<file path="config.mk">
export PLATFORM = sky130hd
export DESIGN_NAME = sine_rom_reader
export DESIGN_NICKNAME = d
export VERILOG_FILES = /design/src/rtl/sine_rom_reader.sv
export SDC_FILE = /design/constraint.sdc
export NUM_CORES = 1
export LEC_CHECK = 0
export ABC_AREA = 0
export CAP_MARGIN = 10
export CORE_UTILIZATION = 55
export DETAILED_ROUTE_END_ITERATION = 8
export DONT_BUFFER_PORTS = 1
export PLACE_DENSITY = 0.7
export REMOVE_ABC_BUFFERS = 1
export SYNTH_ARGS = -nofsm -noshare
export SYNTH_HDL_FRONTEND = slang
export SYNTH_SLANG_ARGS = --single-unit
</file>
<file path="constraint.sdc">
create_clock -name clk -period 7.6 [get_ports clk]
set_input_delay 1.52 -clock clk [delete_from_list [all_inputs] [get_ports clk]]
set_output_delay 1.52 -clock clk [all_outputs]
set_load 0.005 [all_outputs]
</file>
<file path="src/rtl/sine_rom_reader.sv">
`default_nettype none
// sine_rom_reader: DDS-addressed burst reader for a 1-cycle-latency ROM,
// with a 2-entry skid FIFO feeding a valid/ready stream.  rev 1.0
module sine_rom_reader #(
  parameter int ADDR_WIDTH  = 10,
  parameter int DATA_WIDTH  = 12,
  parameter int PHASE_WIDTH = 24,
  parameter int CNT_WIDTH   = 16
) (
  input  logic                   clk,
  input  logic                   rst_n,
  input  logic                   start,
  input  logic                   stop,
  input  logic [PHASE_WIDTH-1:0] freq_word,
  input  logic [CNT_WIDTH-1:0]   num_samples,
  output logic [ADDR_WIDTH-1:0]  rom_addr,
  input  logic [DATA_WIDTH-1:0]  rom_rd_data,
  output logic [DATA_WIDTH-1:0]  dout,
  output logic                   dout_valid,
  input  logic                   dout_ready,
  output logic                   dout_last,
  output logic                   busy,
  output logic                   done
);

  typedef enum logic [1:0] {
    IDLE  = 2'd0,
    RUN   = 2'd1,
    DRAIN = 2'd2,
    DONE  = 2'd3
  } state_t;

  state_t                 state, state_next;
  logic [PHASE_WIDTH-1:0] phase, inc;
  logic [CNT_WIDTH-1:0]   remaining, out_cnt;
  logic [1:0]             fifo_cnt;
  logic                   inflight;
  logic [DATA_WIDTH-1:0]  q0, q1;

  logic       start_ok, pop, issue, abort;
  logic [2:0] occ_next;

  assign start_ok   = (state == IDLE) && start;
  assign dout_valid = (fifo_cnt != 2'd0);
  assign pop        = dout_valid && dout_ready;
  // Occupancy the FIFO will have once this cycle's pop and capture settle.
  assign occ_next   = {1'b0, fifo_cnt} + {2'b00, inflight} - {2'b00, pop};
  assign abort      = stop && ((state == RUN) || (state == DRAIN));
  assign issue      = (state == RUN) && !stop && (remaining != '0) && (occ_next < 3'd2);

  assign rom_addr  = phase[PHASE_WIDTH-1 -: ADDR_WIDTH];
  assign dout      = q0;
  assign dout_last = dout_valid && (out_cnt == CNT_WIDTH'(1));
  assign busy      = (state != IDLE);
  assign done      = (state == DONE);

  always_comb begin
    state_next = state;
    case (state)
      IDLE: begin
        if (start) begin
          state_next = (num_samples == '0) ? DONE : RUN;
        end
      end
      RUN: begin
        if (stop) begin
          state_next = DONE;
        end else if (remaining == '0) begin
          state_next = DRAIN;
        end
      end
      DRAIN: begin
        if (stop || (occ_next == 3'd0)) begin
          state_next = DONE;
        end
      end
      DONE:    state_next = IDLE;
      default: state_next = IDLE;
    endcase
  end

  always_ff @(posedge clk) begin
    if (!rst_n) begin
      state     <= IDLE;
      phase     <= '0;
      inc       <= '0;
      remaining <= '0;
      out_cnt   <= '0;
      fifo_cnt  <= 2'd0;
      inflight  <= 1'b0;
      q0        <= '0;
      q1        <= '0;
    end else begin
      state <= state_next;

      if (start_ok) begin
        phase     <= '0;
        inc       <= freq_word;
        remaining <= num_samples;
      end else if (issue) begin
        phase     <= phase + inc;
        remaining <= remaining - CNT_WIDTH'(1);
      end

      if (start_ok) begin
        out_cnt <= num_samples;
      end else if (pop) begin
        out_cnt <= out_cnt - CNT_WIDTH'(1);
      end

      inflight <= abort ? 1'b0 : issue;

      // Data still in the ROM pipe on abort is simply never captured.
      if (abort) begin
        fifo_cnt <= 2'd0;
      end else begin
        case ({inflight, pop})
          2'b11: begin
            if (fifo_cnt == 2'd1) begin
              q0 <= rom_rd_data;
            end else begin
              q0 <= q1;
              q1 <= rom_rd_data;
            end
          end
          2'b01: begin
            q0       <= q1;
            fifo_cnt <= fifo_cnt - 2'd1;
          end
          2'b10: begin
            if (fifo_cnt == 2'd0) begin
              q0 <= rom_rd_data;
            end else begin
              q1 <= rom_rd_data;
            end
            fifo_cnt <= fifo_cnt + 2'd1;
          end
          default: ;
        endcase
      end
    end
  end

endmodule
`default_nettype wire

</file>
==> impl_metrics.csv <==
group,metric,value,unit
run,maxCapViolCount,0,
worst_setup_path,cp-end-kind,"flop",
synth,synth-seq-cells,109,
worst_setup_path,crit_path_start_kind,"input port",
detailed_routing,first_pass_iters,4,
synth,synth-adder-area-share,9.30,%
floorplan,die_area,0.0110,mm2
global_route,grt_usage,24.4,%
finish,num_antenna_cells,0,
synth,yosysWarnings,0,
sta,min_period,4.01,ns
clocking,root_buffer,"clkbuf_8",
clocking,hold_buffers,0,
global_route,grt_pass1_vias,4777,
sta,fin_setup_tns,0,ns
placement,hpwl,9.17,mm
synth,synth_ff_type,"dfxtp_1",
sta,fin_worst_skew,0.0146,ns
sta,setup_viol_count_final,0,
detailed_routing,via_per_inst,5.93,
synth,synth_edf_count,0,
synth,synth_xor_area_share,7.23,%
clocking,clk_pin_slew,0.10,ns
synth,async_flop_share,0,%
sta,period_share,52.8,%
clocking,cts_resized,0,
synth,ys_top_cells_by_area,"dfxtp_1, ha_1, a21oi_1",
sta,relSlewSlack,50.2,%
synth,netlist.top_cell.by_area,"dfxtp_1",
finish,layout.area.seq,0.00218,mm2
worst_setup_path,cp_slowest_cell,"ha_1",
worst_setup_path,path_cells,"nand2_1, ha_1, ha_1, inv_1, fa_1, xnor2_1, nand4b_1, nor2_2, buf_4, nand4_1, nor4_1, xnor2_1, a21oi_1",
global_route,grt_pass1_wl,21.6,mm
worst_setup_path,slowest_delay,0.44,ns
detailed_routing,routedWlPerCell,15.9,um
finish,areaGrowthSynthToFinish,3.85,%
clocking,clk_latency,0.38,ns
synth,ys_types,59,
synth,synth.cell_area,0.00581,mm2
sta,drv_slew,0,
clocking,cts_tree,"yes",
global_route,grt_max_degree,73,
synth,synthCells,693,
synth,synth_top_area_share,37.5,%
global_route,antenna_found_initial,0,
pwr,powerDensity,334,mW/mm2
finish,drive_gt1_share,5.03,%
synth,yosys.area_share.simple,19.1,%
sta,rsz0062_at_grt,"no",
floorplan,coreArea,0.0103,mm2
clocking,numCtsBuffers,9,
finish,layout_commonest_cell,"dfxtp_1",
finish,multi_input_area,0.00339,mm2
floorplan,start_util,56.6,%
clocking,cts.htree.levels,3,
synth,synth_compound_area_share,19.8,%
placement,gp_congestion,0.876,
detailed_routing,first_iter_violations,176,
sta,hold_viol,0,
pwr,power_leakage,2.36,nW
placement,io_buffers,0,
synth,synth_top_family_by_area,"compound AO/OA/AOI/OAI gates",
finish,final_net_count,770,
detailed_routing,route.detailed.drc,0,
placement,dpl-instance-area,0.00585,mm2
detailed_routing,wl,12.9,mm
global_route,globalRouteOverflowTotal,0,
finish,fin_area,0.00604,mm2
worst_setup_path,cp_max_fo,30,
outcome,status,"completed",
synth,avgSynthCellArea,8.39,um2
sta,fmax,249,MHz
floorplan,io_pins,83,
clocking,post-cts-setup-buffers,0,
worst_setup_path,worstPathRequired,7.84,ns
worst_setup_path,crit_arrival,4.25,ns
floorplan,die_h,105,um
synth,synth_mux_area_share,2.60,%
worst_hold_path,hp-class,"reg -> reg",
clocking,cts_buffer_depth,2,
clocking,clock_sinks,109,
detailed_routing,ant_nets,0,
finish,final_cell_mix,"dfxtp_1, nand2_1, a21oi_1, ha_1, nor2_1",
detailed_routing,vias,4817,
pwr,peakVddDrop,221,uV
synth,yosysSeqAreaShare,37.5,%
floorplan,die_x,105,um
sta,tightest_slew,0.746,ns
pwr,total_power,2.01,mW
floorplan,num_rows,37,
worst_setup_path,crit_type,"in -> reg",
finish,fill_cells,930,
## final timing paths
kind / start / end / slack, ns / cells after the start
max: dout_ready / remaining[10] / 3.59 / 13
min: phase[9] / phase[9] / 0.46 / 2
max reg2reg: fifo_cnt[1] / remaining[10] / 3.75 / 16
min reg2reg: phase[9] / phase[9] / 0.46 / 2
## state kept, by name, indices dropped and copies added (netlist names)
register / count
dout: 12
phase: 24
inc: 24
out_cnt: 16
remaining: 16
q1: 12
fifo_cnt: 2
state: 2
inflight: 1
## cells in the mapped netlist, types with 13 or more instances
library cell  instances
dfxtp_1             109
nand2_1             101
a21oi_1              78
ha_1                 40
nor2_1               39
xnor2_1              31
o21ai_0              28
clkbuf_1             25
a211oi_1             19
xor2_1               17
inv_1                16
nor3_1               16
nor4_1               15
mux2i_1              14
a22oi_1              13
o21ai_1              13
## stage by stage
step,setup slack (ns),hold slack [ns],instances,utilization [%]
after detailed placement,3.17,0.454,796,57.0
after global routing,3.33,0.485,812,58.8
after floorplan,2.72,0.436,654,-
after global placement,3.28,0.444,796,57.0
final,3.59,0.465,812,58.8
after CTS,3.59,0.468,812,58.8
## area by class of cell
| cell class | instances | share of cell area, % |
|---|---|---|
| inverter | 18 | 1.12 |
| sequential | 109 | 36.1 |
| clock buffer | 11 | 2.34 |
| multi-input combinational | 527 | 56.1 |
| clock inverter | 5 | 0.725 |
| timing repair buffer | 6 | 0.746 |
| tap | 136 | 2.82 |
## routing by layer
metal	vias up	GRT usage, %	wire length (um)
met5	-	0	0
met4	0	9.26	218
met3	15	6.36	697
met2	116	43.2	6350
met1	2263	28.0	5620
li1	2423	-	-
## cells by family (layout without fill, tap and decap cells)
logic type,after synthesis,count (layout)
AOI/OAI and AO/OA,192,192
adders and majority gates,42,42
xor gates and xnor gates,48,48
buffers and inverters,57,40
and+or+nand+nor,230,230
DFF,109,109
muxes,15,15
## power breakdown
part | internal, mW | leakage, nW | switching [mW] | total (mW)
registers | 0.717 | 0.891 | 0.130 | 0.847
clock network | 0.132 | 0.0881 | 0.201 | 0.333
logic | 0.326 | 1.38 | 0.508 | 0.834
total | 1.18 | 2.36 | 0.839 | 2.01
## critical path: cells and delay by family
| family | cells | cell delay (ns) |
|---|---|---|
| buf+inv | 2 | 0.37 |
| simple gates | 5 | 0.94 |
| xor+xnor | 2 | 0.35 |
| fa+ha+maj | 3 | 0.99 |
| compound gates | 1 | 0.08 |
Note: power is estimated with default switching activity, not from simulation.
